**src/rtl/cache_bus_arbiter.sv**
```systemverilog
// Round-robin arbiter funnelling several cache bus ports onto a single
// memory port, with at most one memory transaction in flight.
module cache_bus_arbiter #(
    parameter int num_caches_p     = 4,
    parameter int dma_data_width_p = 4
) (
    input  logic                                          clk_i,
    input  logic                                          nreset_i,
    input  logic [num_caches_p-1:0]                       cb_valid_i,
    input  logic [num_caches_p-1:0][32*dma_data_width_p+32:0] cb_pkt_i,
    output logic [num_caches_p-1:0]                       cb_yumi_o,
    output logic [num_caches_p-1:0]                       cb_valid_o,
    output logic [32*dma_data_width_p-1:0]                cb_data_o,
    output logic                                          mem_valid_o,
    input  logic                                          mem_ready_i,
    output logic [32*dma_data_width_p+32:0]               mem_pkt_o,
    input  logic                                          mem_valid_i,
    input  logic [32*dma_data_width_p-1:0]                mem_data_i,
    output logic                                          err_o
);

    localparam int idx_w_lp = $clog2(num_caches_p);

    typedef struct packed {
        logic                              we;
        logic [31:0]                       addr;
        logic [32*dma_data_width_p-1:0]    wdata;
    } cache_bus_pkt_t;

    typedef enum logic [1:0] {
        s_idle,
        s_req,
        s_resp
    } state_e;

    state_e                state_r;
    logic [idx_w_lp-1:0]   grant_r;
    logic [idx_w_lp-1:0]   rr_ptr_r;
    cache_bus_pkt_t        pkt_r;
    logic                  err_r;

    logic                  pick_valid;
    logic [idx_w_lp-1:0]   pick_idx;
    logic                  accept;
    logic                  respond;
    logic                  proto_err;

    // Scan from the highest offset down so the nearest requester
    // after rr_ptr_r is the last one written and therefore wins.
    always_comb begin
        pick_valid = 1'b0;
        pick_idx   = '0;
        for (int i = num_caches_p - 1; i >= 0; i--) begin
            if (cb_valid_i[rr_ptr_r + idx_w_lp'(i)]) begin
                pick_valid = 1'b1;
                pick_idx   = rr_ptr_r + idx_w_lp'(i);
            end
        end
    end

    assign accept  = (state_r == s_req) && mem_ready_i;
    assign respond = (state_r == s_resp) && mem_valid_i;

    assign proto_err =
        ((state_r == s_req) && !cb_valid_i[grant_r]) ||
        (mem_valid_i && (state_r != s_resp));

    always_ff @(posedge clk_i or negedge nreset_i) begin
        if (!nreset_i) begin
            state_r  <= s_idle;
            grant_r  <= '0;
            rr_ptr_r <= '0;
            pkt_r    <= '0;
            err_r    <= 1'b0;
        end else begin
            if (proto_err)
                err_r <= 1'b1;
            unique case (state_r)
                s_idle: begin
                    if (pick_valid) begin
                        grant_r <= pick_idx;
                        pkt_r   <= cb_pkt_i[pick_idx];
                        state_r <= s_req;
                    end
                end
                s_req: begin
                    if (mem_ready_i) begin
                        rr_ptr_r <= grant_r + 1'b1;
                        state_r  <= pkt_r.we ? s_idle : s_resp;
                    end
                end
                s_resp: begin
                    if (mem_valid_i)
                        state_r <= s_idle;
                end
                default: state_r <= s_idle;
            endcase
        end
    end

    always_comb begin
        cb_yumi_o           = '0;
        cb_yumi_o[grant_r]  = accept;
        cb_valid_o          = '0;
        cb_valid_o[grant_r] = respond;
    end

    assign cb_data_o   = mem_data_i;
    assign mem_valid_o = (state_r == s_req);
    assign mem_pkt_o   = pkt_r;
    assign err_o       = err_r;

endmodule

```
**config.mk**
```make
export PLATFORM = sky130hd
export DESIGN_NAME = cache_bus_arbiter
export DESIGN_NICKNAME = d
export VERILOG_FILES = /design/src/rtl/cache_bus_arbiter.sv
export SDC_FILE = /design/constraint.sdc
export NUM_CORES = 1
export LEC_CHECK = 0
export ABC_CLOCK_PERIOD_IN_PS = 5700
export CORE_AREA = 2 2 415 417
export CTS_BUF_LIST = sky130_fd_sc_hd__clkbuf_8
export DETAILED_ROUTE_END_ITERATION = 7
export DIE_AREA = 0 0 417 419
export PLACE_DENSITY = 0.31
export SKIP_CTS_REPAIR_TIMING = 1
export SYNTH_ARGS = -nofsm -noshare
export SYNTH_HDL_FRONTEND = slang
export SYNTH_SLANG_ARGS = --single-unit
```
**constraint.sdc**
```tcl
create_clock -name clk_i -period 5.7 [get_ports clk_i]
set_input_delay 1.14 -clock clk_i [delete_from_list [all_inputs] [get_ports clk_i]]
set_output_delay 1.14 -clock clk_i [all_outputs]
set_load 0.005 [all_outputs]
```
# Yosys cells after proc, flatten, opt, wreduce, memory -nomap -nowiden
# Cells that the tools add are included.
dict set report word_totals {
  regBits 168
  in_bits 780
  output_inout_bits 299
  wordCells 64
}
dict set report classes {
  n_addsub 4
  magnitude_cmp 7
  eq_ne 6
  n_mux 27
  bitwise_logic 2
  reduce_logical 11
}
# operator n
set op_table {}
lappend op_table {{161-bit binary-select mux with 2-bit select} 1}
lappend op_table {{161-bit two-way mux} 1}
lappend op_table {{2-bit by 3-bit less-than comparator with 1-bit output (second input constant)} 6}
lappend op_table {{2-bit two-way mux} 8}
lappend op_table {{1-bit binary-select mux with 2-bit select} 5}
lappend op_table {{1-bit two-way mux} 10}
lappend op_table {{4-bit bitwise AND} 2}
lappend op_table {{2-bit inequality test (second input constant)} 3}
lappend op_table {{2-bit one-hot mux with 3 select lines} 1}
lappend op_table {{1-bit logical AND} 5}
lappend op_table {{2-bit by 1-bit adder with 2-bit output (second input constant)} 2}
lappend op_table {{2-bit adder (second input constant)} 2}
lappend op_table {{2-bit AND reduction} 2}
lappend op_table {{3-bit AND reduction} 1}
lappend op_table {{1-bit demux with 2-bit select} 1}
lappend op_table {{2-bit by 1-bit equality test with 1-bit output (second input constant)} 1}
lappend op_table {{2-bit equality test (second input constant)} 1}
lappend op_table {{2-bit by 1-bit >= comparator with 1-bit output (second input constant)} 1}
lappend op_table {{2-bit logical NOT} 1}
lappend op_table {{2-bit by 1-bit inequality test with 1-bit output (second input constant)} 1}
lappend op_table {{1-bit logical NOT} 1}
lappend op_table {{1-bit logical OR} 1}

# Longest topological paths before layout
dict set report depth {
  ltp_word 9
  ltp_mapped 8
  depth_no_buf 5
}

# Worst setup path before layout
# OpenSTA, ideal clock, no wires.
dict set report synth_timing {
  kind {input port to output port}
  startpoint {in mem_ready_i}
  endpoint {out cb_yumi_o[0]}
  t_arrival_ps 1607
  required_time_ps 4560
  setup_slack_ps 2953
  path_stages 3
  n_path_buf 1
  path_cell_list {and3_1 -> clkbuf_1 -> and2_1}
}
dict set report synth_via {
  elab_chain_len 2
}
# element line
set synth_lines {}
lappend synth_lines {{start, declared} 15} ;# input logic mem_ready_i,
lappend synth_lines {{1-bit logical AND} 61} ;# assign accept = (state_r == s_req) && mem_ready_i;
lappend synth_lines {{4-bit bitwise AND (no line)} --}
lappend synth_lines {{end, declared} 11} ;# output logic [num_caches_p-1:0] cb_yumi_o,
# No other way between the ends.

# Worst setup path in the final report
dict set report layout_timing {
  startpoint {in mem_ready_i}
  endpoint {out cb_yumi_o[3]}
}
# The elaborated chain is that of the path after synthesis.

==> results.toml <==
[global_routing]
grt_pass1_vias = 12436
grt.total_usage_pct = 9.13
grt_pass1_wl_um = 108000
grt_overflow = 0
grt_max_degree = 86
antenna_found_initial = 9

[synthesis]
seq_area_frac_synth_pct = 35.0
synthCells = 1080
synth.top_cell.area_share_pct = 35.0
synth-seq-cells = 168
ys_warn_count = 0
synth_area_leaders = "dfrtp_1, mux2i_1, buf_4"
synth_area_per_cell_um2 = 11.1
yosysTopAreaCell = "dfrtp_1"
synth.distinct_cells = 33
synthesis.nets = 1864
netlist_area_um2 = 12000

[clock_tree]
cts_tree = "built"
insertion_delay_ns = 0.61
clk_path_buf_depth = 2
clkTransAtPathRegs_ns = 0.13
numCtsBuffers = 17
cts_sinks = 168
root_buffer = "clkbuf_8"
htree_levels = 4

[sta]
maxSlewViolCount = 0
timing.final.crit_share_pct = 66.6
period_minus_slack_ns = 3.80
slew_headroom_pct = 42.0
finalSetupViolCount = 0
fin_skew_ns = 0.0371
setup_tns_ns = 0
rsz0062_at_grt = "no"
finalHoldViolations = 0
max_freq_mhz = 263
tightest_slew_ns = 0.870

[critical_path]
critical-path-top-delay-family = "buffers and inverters"
crit_fanout = 7
critPathRequiredTime_ns = 4.56
crit_buf_inv = 2
crit_top_cell = "clkdlybuf4s50_1"
cp-end-kind = "output pin"
worst-endpoint-arrival_ns = 2.66
crit_path_start_kind = "input pin"
critical_path.cell_chain = "clkdlybuf4s50_1 > and3_1 > and2_1 > clkdlybuf4s50_1"
slowest_stage = "clkdlybuf4s50_1"
max_stage_delay_ns = 0.50
worstSetupPathType = "input pin to output pin"

[placement]
dpl_cell_area_um2 = 21600
dp_hpwl_um = 67000
portBuffers = 822
routabilityCongestion = 0.755

[route]
viasPerCell = 2.83
num_vias = 11253
first_pass_iters = 5
final_antenna_net_count = 0
wl_per_cell_um = 20.7
drt-initial-drc-count = 453
drcViolationCount = 0
wirelength_um = 82500

[worst_hold_path]
min_path_type = "input pin to asynchronous set/reset pin"

[finish]
multi_input_area_um2 = 5980
fin_util_pct = 12.9
area_growth_pct = 82.9
seq_area_um2 = 4200
layout-drive-gt1-share_pct = 7.40
nets = 2515
num-fill-cells = 19296
design_area_um2 = 22000

[status]
status = "finished, final reports clean"

[power_and_ir_drop]
leakagePower_nw = 8.44
p_sw_mw = 3.81
intPower_mw = 4.84
clockPowerShare_pct = 12.5
seqPwrFrac_pct = 26.0
comb_power_share_pct = 61.5
pwr_density_cell_nw_per_um2 = 393
swShare_pct = 44.1
peakVddDrop_mv = 0.179

[floorplanning]
die_w_um = 417
coreArea_um2 = 171000
rows = 152
ios = 1079
die_h_um = 419
initial_core_util_pct = 7.05
dieArea_um2 = 175000

[job]
max_cap_viol_count = 0
==> registers in the layout, indices dropped and copies added (netlist names) <==
name,cells
state_r,2
err_o,1
rr_ptr_r,2
mem_pkt_o,161
grant_r,2
==> kinds of logic after synthesis <==
| group | Yosys count | synth area share (%) |
|---|---|---|
| buffers and inverters | 224 | 15.6 |
| AOI/OAI and AO/OA | 176 | 15.7 |
| and+or+nand+nor | 183 | 6.09 |
| DFF | 168 | 35.0 |
| muxes | 325 | 27.2 |
| adders and majority gates | 4 | 0.416 |
==> per-stage QoR <==
| stage | hold WS [ns] | setup slack (ns) | std cells | power (mW) |
|---|---|---|---|---|
| after floorplan | 0.456 | 2.95 | 1080 | 5.01 |
| after global placement | 0.469 | 1.50 | 3945 | 7.89 |
| after detailed placement | 0.460 | 1.54 | 3945 | 7.83 |
| after CTS | 0.302 | 1.87 | 3977 | 9.03 |
| after global routing | 0.340 | 1.82 | 3979 | 9.39 |
| final | 0.398 | 1.90 | 3981 | 8.65 |
==> worst paths after layout <==
| path | start | end | slack, ns | depth (start not counted) |
|---|---|---|---|---|
| worst max register to register | rr_ptr_r[1]$_DFFE_PN0P_ | mem_pkt_o[10]$_DFFE_PN0P_ | 2.98 | 5 |
| max in group asynchronous | nreset_i | mem_pkt_o[68]$_DFFE_PN0P_ | 4.11 | 2 |
| worst min register to register | err_o$_DFFE_PN0P_ | err_o$_DFFE_PN0P_ | 0.48 | 2 |
| worst max-delay path | mem_ready_i | cb_yumi_o[3] | 1.90 | 4 |
| worst min-delay path | nreset_i | mem_pkt_o[138]$_DFFE_PN0P_ | 0.40 | 1 |
| min in group clk_i | err_o$_DFFE_PN0P_ | err_o$_DFFE_PN0P_ | 0.48 | 2 |
==> synthesized netlist by cell type <==
cell type	count
nor3_1	1
buf_4	129
a2bb2oi_1	1
mux4_2	1
a21boi_1	1
buf_6	11
o21ai_1	3
o221ai_2	62
nor2_1	3
or3b_1	1
a41o_1	1
a21oi_1	4
mux2_2	1
a211oi_1	1
nor4_1	1
dfrtp_1	168
nor3_2	1
mux2i_1	323
nor2b_1	2
and3_1	1
ha_1	4
and2_1	8
nand2_1	164
clkbuf_1	32
o221ai_1	100
o21a_1	1
o21ai_0	1
buf_2	19
bufbuf_8	5
or3_1	1
inv_1	5
buf_12	23
o22ai_1	1
==> routing by layer <==
metal	track usage, %	routed length (um)
met5	0	13
met4	2.77	1860
met3	4.70	9000
met2	16.3	42800
met1	9.18	28800
==> placed cells by master (no fill, tap or decap), drive strengths merged <==
master / synthesis / final
or3b: 1 / 1
a21boi: 1 / 1
nor2: 3 / 3
mux4: 1 / 1
o21a: 1 / 1
or3: 1 / 1
ha: 4 / 4
clkdlybuf4s50: 0 / 821
mux2: 1 / 1
and2: 8 / 8
dfrtp: 168 / 168
nor2b: 2 / 2
a2bb2oi: 1 / 1
a211oi: 1 / 1
a41o: 1 / 1
mux2i: 323 / 323
bufinv: 0 / 2
and3: 1 / 1
clkinv: 0 / 3
clkinvlp: 0 / 2
clkbuf: 32 / 17
diode: 0 / 4
nand2: 164 / 164
nor3: 2 / 2
o22ai: 1 / 1
nor4: 1 / 1
inv: 5 / 13
o21ai: 4 / 4
a21oi: 4 / 4
buf: 182 / 30
o221ai: 162 / 162
==> area by class of cell <==
cell class | count | share of cell area (%)
inverter | 5 | 0.0853
timing repair buffer | 851 | 39.0
multi-input combinational | 688 | 27.2
antenna | 4 | 0.0455
clock inverter | 15 | 0.814
clock buffer | 17 | 1.06
tap | 2233 | 12.7
sequential | 168 | 19.1
==> power groups by stage <==
stage | sequential (mW) | clock, mW | combinational [mW]
final | 2.25 | 1.08 | 5.32
after global routing | 2.35 | 1.22 | 5.83
after CTS | 2.30 | 1.19 | 5.53
after detailed placement | 2.30 | 0 | 5.53
after global placement | 2.32 | 0 | 5.57
after floorplan | 2.15 | 0 | 2.85
==> worst register-to-register path, cell delays in order (launching register included) <==
cell and delay (ns):
dfrtp_1 0.52, mux2i_1 0.17, o221ai_4 0.49, buf_12 0.42
mux2i_1 0.81, o221ai_1 0.21
Note: power is estimated with default switching activity, not from simulation.
